===== src/rtl/cpu_trace_checker_p.sv =====
// Trace stream checker: parses register-write and memory-write records one
// ASCII character per clock, flags range/alignment errors, latches the parsed
// fields of each complete record and keeps saturating record/error counters.
module cpu_trace_checker_p #(
    parameter int unsigned TIME_DIGITS = 4,
    parameter int unsigned GRF_DIGITS  = 4,
    parameter logic [31:0] GRF_MAX     = 32'd31,
    parameter logic [31:0] PC_LO       = 32'h0000_3000,
    parameter logic [31:0] PC_HI       = 32'h0000_4fff,
    parameter logic [31:0] ADDR_LO     = 32'h0000_0000,
    parameter logic [31:0] ADDR_HI     = 32'h0000_2fff,
    parameter int unsigned DATA_DIGITS = 8,
    parameter int unsigned CNT_W       = 16
) (
    input  logic             clk,
    input  logic             reset,
    input  logic [7:0]       char,
    input  logic [15:0]      freq,
    output logic [1:0]       format_type,
    output logic [3:0]       error_code,
    output logic [31:0]      rec_pc,
    output logic [31:0]      rec_target,
    output logic [31:0]      rec_data,
    output logic [CNT_W-1:0] rec_count,
    output logic [CNT_W-1:0] err_count
);

    localparam logic [3:0] S_IDLE = 4'd0;
    localparam logic [3:0] S_TIME = 4'd1;
    localparam logic [3:0] S_PC   = 4'd2;
    localparam logic [3:0] S_SP1  = 4'd3;
    localparam logic [3:0] S_GRF  = 4'd4;
    localparam logic [3:0] S_ADDR = 4'd5;
    localparam logic [3:0] S_SP2  = 4'd6;
    localparam logic [3:0] S_LT   = 4'd7;
    localparam logic [3:0] S_EQ   = 4'd8;
    localparam logic [3:0] S_DATA = 4'd9;
    localparam logic [3:0] S_DONE = 4'd10;

    localparam logic [3:0]       TimeMax = 4'(TIME_DIGITS);
    localparam logic [3:0]       GrfMax  = 4'(GRF_DIGITS);
    localparam logic [3:0]       DataLen = 4'(DATA_DIGITS);
    localparam logic [CNT_W-1:0] CntMax  = '1;

    logic [3:0]       st_q, st_d;
    logic [3:0]       cnt_q, cnt_d;
    logic [31:0]      tv_q, tv_d, pc_q, pc_d, tgt_q, tgt_d, data_q, data_d;
    logic [3:0]       err_q, err_d;
    logic             mem_q, mem_d;
    logic             done_upd, go_idle;
    logic             is_dec, is_hex;
    logic [3:0]       dig_val, cnt_inc;
    logic [31:0]      tmask;
    int unsigned      msb_idx;
    logic             time_err, pc_bad, addr_bad;
    logic [31:0]      rec_pc_q, rec_target_q, rec_data_q;
    logic [CNT_W-1:0] rec_count_q, err_count_q;

    // Character classification and digit value.
    always_comb begin
        is_dec  = (char >= "0") && (char <= "9");
        is_hex  = is_dec || ((char >= "a") && (char <= "f"));
        dig_val = is_dec ? char[3:0] : char[3:0] + 4'd9;
        cnt_inc = (cnt_q == 4'hf) ? cnt_q : cnt_q + 4'd1;
    end

    // Range checks; time must be a multiple of 2^(m-1), m = msb index of freq.
    always_comb begin
        msb_idx = 0;
        for (int unsigned i = 0; i < 16; i++) begin
            if (freq[i]) msb_idx = i;
        end
        tmask = '0;
        for (int unsigned i = 0; i < 32; i++) begin
            tmask[i] = (i + 1 < msb_idx);
        end
        time_err = (msb_idx >= 2) && ((tv_q & tmask) != 32'd0);
        // Single unsigned compare covers both bounds without constant-zero tests.
        pc_bad   = ((pc_q - PC_LO) > (PC_HI - PC_LO)) || (pc_q[1:0] != 2'b00);
        addr_bad = ((tgt_q - ADDR_LO) > (ADDR_HI - ADDR_LO)) || (tgt_q[1:0] != 2'b00);
    end

    // Record parser next-state.
    always_comb begin
        st_d = st_q;  cnt_d = cnt_q;  tv_d = tv_q;  pc_d = pc_q;
        tgt_d = tgt_q;  data_d = data_q;  err_d = err_q;  mem_d = mem_q;
        done_upd = 1'b0;
        go_idle  = 1'b0;
        if (char == "^") begin
            st_d = S_TIME;  cnt_d = '0;  tv_d = '0;  pc_d = '0;
            tgt_d = '0;  data_d = '0;  err_d = '0;  mem_d = 1'b0;
        end else begin
            case (st_q)
                S_TIME: begin
                    if (is_dec) begin
                        tv_d  = tv_q * 32'd10 + {28'd0, dig_val};
                        cnt_d = cnt_inc;
                    end else if (char == "@" && cnt_q != 4'd0 && cnt_q <= TimeMax) begin
                        st_d     = S_PC;
                        cnt_d    = '0;
                        err_d[0] = time_err;
                    end else go_idle = 1'b1;
                end
                S_PC: begin
                    if (is_hex) begin
                        pc_d  = {pc_q[27:0], dig_val};
                        cnt_d = cnt_inc;
                    end else if (char == ":" && cnt_q == 4'd8) begin
                        st_d     = S_SP1;
                        err_d[1] = pc_bad;
                    end else go_idle = 1'b1;
                end
                S_SP1: begin
                    if (char == "$") begin
                        st_d = S_GRF;  cnt_d = '0;  mem_d = 1'b0;
                    end else if (char == "*") begin
                        st_d = S_ADDR;  cnt_d = '0;  mem_d = 1'b1;
                    end else if (char != " ") go_idle = 1'b1;
                end
                S_GRF: begin
                    if (is_dec) begin
                        tgt_d = tgt_q * 32'd10 + {28'd0, dig_val};
                        cnt_d = cnt_inc;
                    end else if ((char == " " || char == "<") && cnt_q != 4'd0
                                 && cnt_q <= GrfMax) begin
                        st_d     = (char == " ") ? S_SP2 : S_LT;
                        err_d[3] = (tgt_q > GRF_MAX);
                    end else go_idle = 1'b1;
                end
                S_ADDR: begin
                    if (is_hex) begin
                        tgt_d = {tgt_q[27:0], dig_val};
                        cnt_d = cnt_inc;
                    end else if ((char == " " || char == "<") && cnt_q == 4'd8) begin
                        st_d     = (char == " ") ? S_SP2 : S_LT;
                        err_d[2] = addr_bad;
                    end else go_idle = 1'b1;
                end
                S_SP2: begin
                    if (char == "<") st_d = S_LT;
                    else if (char != " ") go_idle = 1'b1;
                end
                S_LT: begin
                    if (char == "=") st_d = S_EQ;
                    else go_idle = 1'b1;
                end
                S_EQ: begin
                    if (is_hex) begin
                        st_d = S_DATA;  data_d = {28'd0, dig_val};  cnt_d = 4'd1;
                    end else if (char != " ") go_idle = 1'b1;
                end
                S_DATA: begin
                    if (is_hex) begin
                        data_d = {data_q[27:0], dig_val};
                        cnt_d  = cnt_inc;
                    end else if (char == "#" && cnt_q == DataLen) begin
                        st_d     = S_DONE;
                        done_upd = 1'b1;
                    end else go_idle = 1'b1;
                end
                default: go_idle = 1'b1;
            endcase
            if (go_idle) begin
                st_d = S_IDLE;  cnt_d = '0;  tv_d = '0;  pc_d = '0;
                tgt_d = '0;  data_d = '0;  err_d = '0;  mem_d = 1'b0;
            end
        end
    end

    // Parser state, accumulators and record/counter registers.
    always_ff @(posedge clk or negedge reset) begin
        if (!reset) begin
            st_q <= S_IDLE;  cnt_q <= '0;  tv_q <= '0;  pc_q <= '0;
            tgt_q <= '0;  data_q <= '0;  err_q <= '0;  mem_q <= 1'b0;
            rec_pc_q <= '0;  rec_target_q <= '0;  rec_data_q <= '0;
            rec_count_q <= '0;  err_count_q <= '0;
        end else begin
            st_q <= st_d;  cnt_q <= cnt_d;  tv_q <= tv_d;  pc_q <= pc_d;
            tgt_q <= tgt_d;  data_q <= data_d;  err_q <= err_d;  mem_q <= mem_d;
            if (done_upd) begin
                rec_pc_q     <= pc_q;
                rec_target_q <= tgt_q;
                rec_data_q   <= data_q;
                if (rec_count_q != CntMax) rec_count_q <= rec_count_q + 1'b1;
                if (err_q != 4'd0 && err_count_q != CntMax) err_count_q <= err_count_q + 1'b1;
            end
        end
    end

    // Record report is visible only while sitting in DONE.
    always_comb begin
        format_type = (st_q == S_DONE) ? (mem_q ? 2'b10 : 2'b01) : 2'b00;
        error_code  = (st_q == S_DONE) ? err_q : 4'd0;
    end

    assign rec_pc     = rec_pc_q;
    assign rec_target = rec_target_q;
    assign rec_data   = rec_data_q;
    assign rec_count  = rec_count_q;
    assign err_count  = err_count_q;

endmodule


===== config.mk =====
export PLATFORM = sky130hd
export DESIGN_NAME = cpu_trace_checker_p
export DESIGN_NICKNAME = d
export VERILOG_FILES = /design/src/rtl/cpu_trace_checker_p.sv
export SDC_FILE = /design/constraint.sdc
export NUM_CORES = 1
export LEC_CHECK = 0
export CAP_MARGIN = 20
export CORE_ASPECT_RATIO = 0.75
export CORE_MARGIN = 1.5
export CORE_UTILIZATION = 45
export CTS_CLUSTER_DIAMETER = 100
export DETAILED_ROUTE_END_ITERATION = 8
export PLACE_DENSITY = 0.66
export SYNTH_ARGS = -nofsm -noshare
export SYNTH_HDL_FRONTEND = slang
export SYNTH_SLANG_ARGS = --single-unit

===== constraint.sdc =====
create_clock -name clk -period 4.45 [get_ports clk]
set_input_delay 0.89 -clock clk [delete_from_list [all_inputs] [get_ports clk]]
set_output_delay 0.89 -clock clk [all_outputs]
set_load 0.03 [all_outputs]

==> reports/metrics.cfg, run 1 <==
[die]
io_pins=160
start_util=0.459
row_count=57
fp.dieH_um=161
die_area_sq_um=34300
core_sq_um=32500
die_x_um=213

[power_and_ir_drop]
leakage_nw=8.75
ir_drop_v=0.000291
p_per_area_nw_per_um2=305
finalPower_w=0.00560

[worst_setup_path]
worst-setup-path-type=reg2reg
cp-start-kind=register
slowest_stage=a211oi_2
cp-startpoint=tgt_q[2]
critical_path.max_fanout=5
cp.required_ps=4930
cp-end-kind=register
r2r-start=tgt_q[2]
cpMostUsedCell=ha_1
path_buf_inv=0
cpPeakStageDelay_ps=480
critPathArrivalTime_ps=4550
crit_chain=ha_1 -> ha_1 -> fa_1 -> a211oi_2 -> o311ai_4 -> a211oi_4 -> o21ai_2 -> xor2_4 -> nand4_4 -> nor4_4 -> nand3_1 -> xnor2_1 -> nor2_1 -> o31ai_2
crit_family=compound AO/OA/AOI/OAI gates

[sta]
finalSetupViolations=0
tns_ps=0
rsz0062_at_grt=no
slew_violations=0
timing.final.crit_share=0.914
slew-limit-headroom=0.371
max_freq_ghz=0.246
hold_violations=0
period_minus_slack_ps=4070
clock_skew_ps=15.9
worst-slew-pin-transition_ps=936

[synthesis]
synth_area_sq_um=14900
synth_nets=1832
synth_area_leaders=dfrtp_1, nand2_1, ha_1
ys_ff_latch=251
synth_edf_count=0
async_flop_share=1.00
syn_area_per_cell_sq_um=8.72
postSynthCellCount=1711
yosysSeqAreaShare=0.421
synth_top_area_share=0.421
synth_largest_area_cell=dfrtp_1
synth.distinct_cells=91
synth_ff_type=dfrtp_1
yosys_warnings=0

[detailed_routing]
topRoutingLayerUsed=met4
via_per_inst=5.53
dr_wl_met2_mm=17.1
vias=13006
drt_first_pass_iters=5
route.layer.met1.wl_mm=20.5
wl_per_cell_um=17.3
drcViolationCount=0
dr_wl_met3_mm=2.70
wirelength_mm=40.8
drtIter0Drc=1011
postRouteAntennaNets=0

[grt]
antenna_found_initial=1
grt_pass1_wl_mm=67.1
track_usage=0.242
grt_overflow_total=0
grt_pass1_vias=12435
grt_start_max_net_pins=92

[clock_network]
cts.sinks=251
tritoncts=done
cts_buffers=27
insertion_delay_ps=560
clk_pin_slew_ps=60
cts_root_buf=clkbuf_16
max-clock-path-buffers=3
h-tree-depth=1

[cells_and_area]
area_delta_synth_final_pct=23.1
mostFrequentLayoutCells=nand2_1, dfrtp_1, clkdlybuf4s50_1
layout.nets=2009
n_fill_cell=2985
final_common_cell=nand2_1
drive_gt1_frac=0.0901

[min_path]
hold_path.class=in2async

[place]
dp_hpwl_mm=29.7
place_congestion=0.933
port_buffers=158

[status]
status=complete, no violations

[flow_run]
max_cap_violations=0

==> registers in the layout, indices dropped and copies added, names as in the netlist <==
register	count
tgt_q	32
tv_q	14
err_q	4
data_q	32
err_count	16
rec_count	16
rec_data	32
rec_pc	32
mem_q	1
pc_q	32
rec_target	32
cnt_q	4
st_q	4
==> stage by stage <==
| step | std cells | setup WS [ps] | util | area [sq um] | hold slack (ps) |
|---|---|---|---|---|---|
| global placement | 2298 | -481 | 0.533 | 17300 | 450 |
| CTS | 2347 | 58.8 | 0.562 | 18300 | 377 |
| detailed placement | 2298 | -594 | 0.533 | 17300 | 455 |
| floorplan | 1711 | 272 | - | 14900 | 447 |
| finish | 2351 | 383 | 0.565 | 18400 | 335 |
| global route | 2351 | 121 | 0.565 | 18400 | 398 |
==> what timing repair did <==
action / in CTS / in global routing
setup buffers: 0 / 3
gates resized for setup: 1 / 17
hold buffers: 0 / 0
endpoints found under the setup margin: 1 / 9
pin swaps: 0 / 5
==> synthesized netlist by cell type (11+ instances only) <==
| master | number |
|---|---|
| o21ai_0 | 97 |
| dfrtp_1 | 251 |
| a22o_1 | 31 |
| and3_1 | 16 |
| and2_1 | 12 |
| nand2_1 | 429 |
| nor2b_1 | 13 |
| xnor2_1 | 70 |
| clkbuf_1 | 63 |
| ha_1 | 91 |
| a211oi_1 | 21 |
| nor2_1 | 118 |
| a21oi_1 | 84 |
| inv_1 | 37 |
| mux2i_1 | 11 |
| nor3_1 | 31 |
| nand3_1 | 75 |
| a21o_1 | 11 |
| xor2_1 | 25 |
| nand4_1 | 24 |
| nand2b_1 | 11 |
==> path summary, 6_finish.rpt <==
path / end / slack, ps / depth (start not counted)
min: rec_target[10] / 330 / 1
min in group clk: rec_data[9] / 470 / 2
min reg2reg: rec_data[9] / 470 / 2
max in group asynchronous: pc_q[16] / 3060 / 2
max reg2reg: tgt_q[26] / 380 / 14
max: tgt_q[26] / 380 / 14
==> layout make-up <==
class | count | area [sq um] | area share
Clock inverter | 6 | 103 | 0.00559
Timing Repair Buffer | 226 | 2180 | 0.119
Multi-Input combinational cell | 1345 | 8260 | 0.450
Antenna cell | 1 | 2.50 | 0.000136
Sequential cell | 251 | 6280 | 0.342
Tap cell | 442 | 553 | 0.0301
Clock buffer | 43 | 846 | 0.0461
Inverter | 37 | 139 | 0.00756
==> cell families (layout without fill, tap and decap cells) <==
logic type               after synthesis  count (layout)  synth area share
flip-flops                           251             251             0.421
other                                  0               1                 0
AND/OR/NAND/NOR                      799             799             0.246
AO/OA/AOI/OAI                        339             339             0.150
buffers and inverters                115             312            0.0303
adder cells (fa/ha/maj)               95              95            0.0817
multiplexers                          13              13           0.00889
XOR/XNOR                              99              99            0.0613
==> report_power, final <==
group | internal, W | switching, W
Clock | 0.00142 | 0.000947
Sequential | 0.00230 | 0.0000160
Combinational | 0.000280 | 0.000638
Total | 0.00400 | 0.00160
==> metal layers <==
layer  vias to the layer above  GRT usage
li1                       6325          -
met1                      6291      0.384
met2                       360      0.351
met3                        30     0.0413
met4                         0     0.0346
met5                         -          0
(Power assumes the default switching activity.)
==> run 2: changes to the inputs <==
Settings changed: CORE_MARGIN 1.5 to 5.
==> run 2 against run 1 <==
Combinational power down 5.8%. Critical endpoint is now tgt_q[29]. Largest cell class unchanged. Sequential share of layout area is essentially flat. Register-to-register slack lost 70 ps. Clock power down 5%. Cell count grew 0.38%. Clock-buffer cell count is 3 lower. Highest routed layer is now met5. Critical path type is now in2reg. Utilization rose by 0.065 points. Worst hold slack improved by 60 ps. Maximum frequency is 2.0% lower.
==> reports/metrics.cfg, run 2 (synthesis gave the netlist of run 1 again) <==
[cells_and_area]
instances_no_fill=2360  ; was 2,351
layout.nets=2018  ; was 2,009
final_common_cell=nand2_1  ; unchanged
mostFrequentLayoutCells=nand2_1, dfrtp_1, clkdlybuf4s50_1  ; unchanged
drive_gt1_frac=0.0954  ; was 0.0901
antenna_cells=0  ; was 1
area_delta_synth_final_pct=23.2  ; was 23.1%

[grt]
grt_pass1_wl_mm=67.8  ; was 67.1 mm
grt_start_max_net_pins=100  ; was 92
grt_overflow_total=0  ; unchanged
track_usage=0.222  ; was 0.242
antenna_found_initial=1  ; unchanged
grt_pass1_vias=12548  ; was 12,435

[clock_network]
tritoncts=done  ; unchanged
postCtsHoldBufs=0  ; unchanged
max-clock-path-buffers=3  ; unchanged
cts_root_buf=clkbuf_16  ; unchanged
cts_buffers=27  ; unchanged
clk_pin_slew_ps=70  ; was 60 ps
cts.sinks=251  ; unchanged
h-tree-depth=1  ; unchanged
insertion_delay_ps=560  ; about the same

[worst_setup_path]
timing.rr.end=tgt_q[29]  ; was tgt_q[26]
reg2regPathDepth=14  ; unchanged
cp-end-kind=register  ; unchanged
critical_path.max_fanout=3  ; was 5
worst-setup-path-type=in2reg  ; was reg2reg
path_buf_inv=4  ; was 0
slowest_stage=clkdlybuf4s50_1  ; was a211oi_2
cpPeakStageDelay_ps=460  ; was 480 ps
critPathArrivalTime_ps=4580  ; was 4550 ps
r2r_slack_ps=310  ; was 380 ps
cp.required_ps=4880  ; was 4930 ps
r2r-start=tgt_q[1]  ; was tgt_q[2]
cpMostUsedCell=nor2_1  ; was ha_1
cp-start-kind=primary input  ; was register
crit_family=simple AND/OR/NAND/NOR gates  ; was compound AO/OA/AOI/OAI gates
crit_chain=clkdlybuf4s50_1 -> nor3b_4 -> nand3_2 -> mux2i_4 -> inv_2 -> ha_2 -> inv_1 -> fa_2 -> nor2b_4 -> nor2_1 -> nor2_1 -> nand2_1 -> nor3_4 -> nand4_1 -> nor4_4 -> buf_4 -> nand3_1 -> xnor2_1 -> mux2i_1 -> o21ai_1  ; was ha_1 -> ha_1 -> fa_1 -> a211oi_2 -> o311ai_4 -> a211oi_4 -> o21ai_2 -> xor2_4 -> nand4_4 -> nor4_4 -> nand3_1 -> xnor2_1 -> nor2_1 -> o31ai_2

[detailed_routing]
drt_first_pass_iters=5  ; unchanged
vias=13038  ; was 13,006
postRouteAntennaNets=0  ; unchanged
drcViolationCount=0  ; unchanged
wirelength_mm=41.3  ; was 40.8 mm
wl_per_cell_um=17.5  ; was 17.3 um
via_per_inst=5.52  ; was 5.53
drtIter0Drc=1187  ; was 1,011

[power_and_ir_drop]
p_comb_frac=0.159  ; was 0.164
ir_drop_v=0.000275  ; was 0.000291 V
p_int_w=0.00386  ; was 0.00400 W
switching_share=0.291  ; was 0.286
leakage_nw=8.75  ; about the same
p_sw_w=0.00158  ; was 0.00160 W
clkPwrFrac=0.414  ; was 0.423
seq_power_share=0.427  ; was 0.413
finalPower_w=0.00545  ; was 0.00560 W
p_per_area_nw_per_um2=296  ; was 305 nW/um^2

[place]
dp.cells=2307  ; was 2,298
place_congestion=0.922  ; was 0.933
port_buffers=158  ; unchanged
dp_hpwl_mm=30.3  ; was 29.7 mm

[sta]
hold_violations=0  ; unchanged
clock_skew_ps=14.4  ; was 15.9 ps
period_minus_slack_ps=4150  ; was 4070 ps
timing.final.crit_share=0.933  ; was 0.914
slew-limit-headroom=0.390  ; was 0.371
slew_violations=0  ; unchanged
max_freq_ghz=0.241  ; was 0.246 GHz
worst_hold_slack_ps=394  ; was 335 ps
worst-slew-pin-transition_ps=907  ; was 936 ps
finalSetupViolations=0  ; unchanged

[die]
die_x_um=220  ; was 213 um
io_pins=160  ; unchanged
start_util=0.459  ; unchanged
die_area_sq_um=36900  ; was 34,300 sq um
core_sq_um=32500  ; unchanged
row_count=57  ; unchanged
fp.dieH_um=168  ; was 161 um

[flow_run]
max_cap_violations=0  ; unchanged

[min_path]
hold_path.class=in2async  ; unchanged

[status]
status=complete, no violations  ; unchanged

run 2: cell types whose count changed in the layout (fill, tap and decap cells not counted), moves of 2 or more:
cell | before | now
ha_1 | 91 | 89
clkinvlp_4 | 0 | 2
clkinv_2 | 1 | 4
buf_4 | 62 | 72
clkbuf_8 | 11 | 7
ha_2 | 0 | 2
run 2: worst max-delay path by stage:
stage          startpoint        end  slack, ps  cells past startpoint
3_3_place_gp      char[0]  tgt_q[29]       -440                     22
2_1_floorplan     char[1]   tv_q[13]        270                     17
3_5_place_dp      char[0]  tgt_q[29]       -600                     23
5_1_grt           char[7]  tgt_q[29]         -2                     20
6_report          char[6]  tgt_q[29]        300                     20
4_1_cts           char[0]  tgt_q[29]          5                     22
run 2: metrics by stage:
stage | instance area (sq um) | utilization | setup WS, ps | TNS (ps)
after floorplan | 14900 | - | 272 | 0
after global placement | 17400 | 0.534 | -440 | -3090
after detailed placement | 17400 | 0.534 | -597 | -6050
after CTS | 18300 | 0.562 | 5.12 | 0
after global routing | 18400 | 0.565 | -2.49 | -2.49
final | 18400 | 0.565 | 299 | 0
run 2: power groups by stage:
stage	clock network, W	logic, W	registers, W
final	0.00226	0.000865	0.00233
after global routing	0.00241	0.000950	0.00233
after CTS	0.00231	0.000859	0.00232
after detailed placement	0	0.000856	0.00237
after global placement	0	0.000845	0.00237
after floorplan	0	0.000542	0.00235
run 2: cell type report:
cell class,count,area (sq um)
fillers,2965,14100
multi-input cells,1345,8280
flip-flops and latches,251,6280
repair buffers,235,2230
clock buffers,40,795
well taps,442,553
inverters,37,139
clock inverters,10,103
run 2: repair_timing:
| action | CTS | global route |
|---|---|---|
| pin swaps | 0 | 6 |
| gates resized for setup | 2 | 20 |
| buffers inserted | 0 | 3 |
| endpoints found under the setup margin | 2 | 9 |
run 2: per-layer routing:
metal / global-route usage / vias up / share of wire
met4: 0.0385 / 2 / 0.017
met2: 0.322 / 366 / 0.42
met1: 0.351 / 6288 / 0.50
met5: 0 / - / 0.00031
met3: 0.0392 / 56 / 0.062
li1: - / 6326 / -
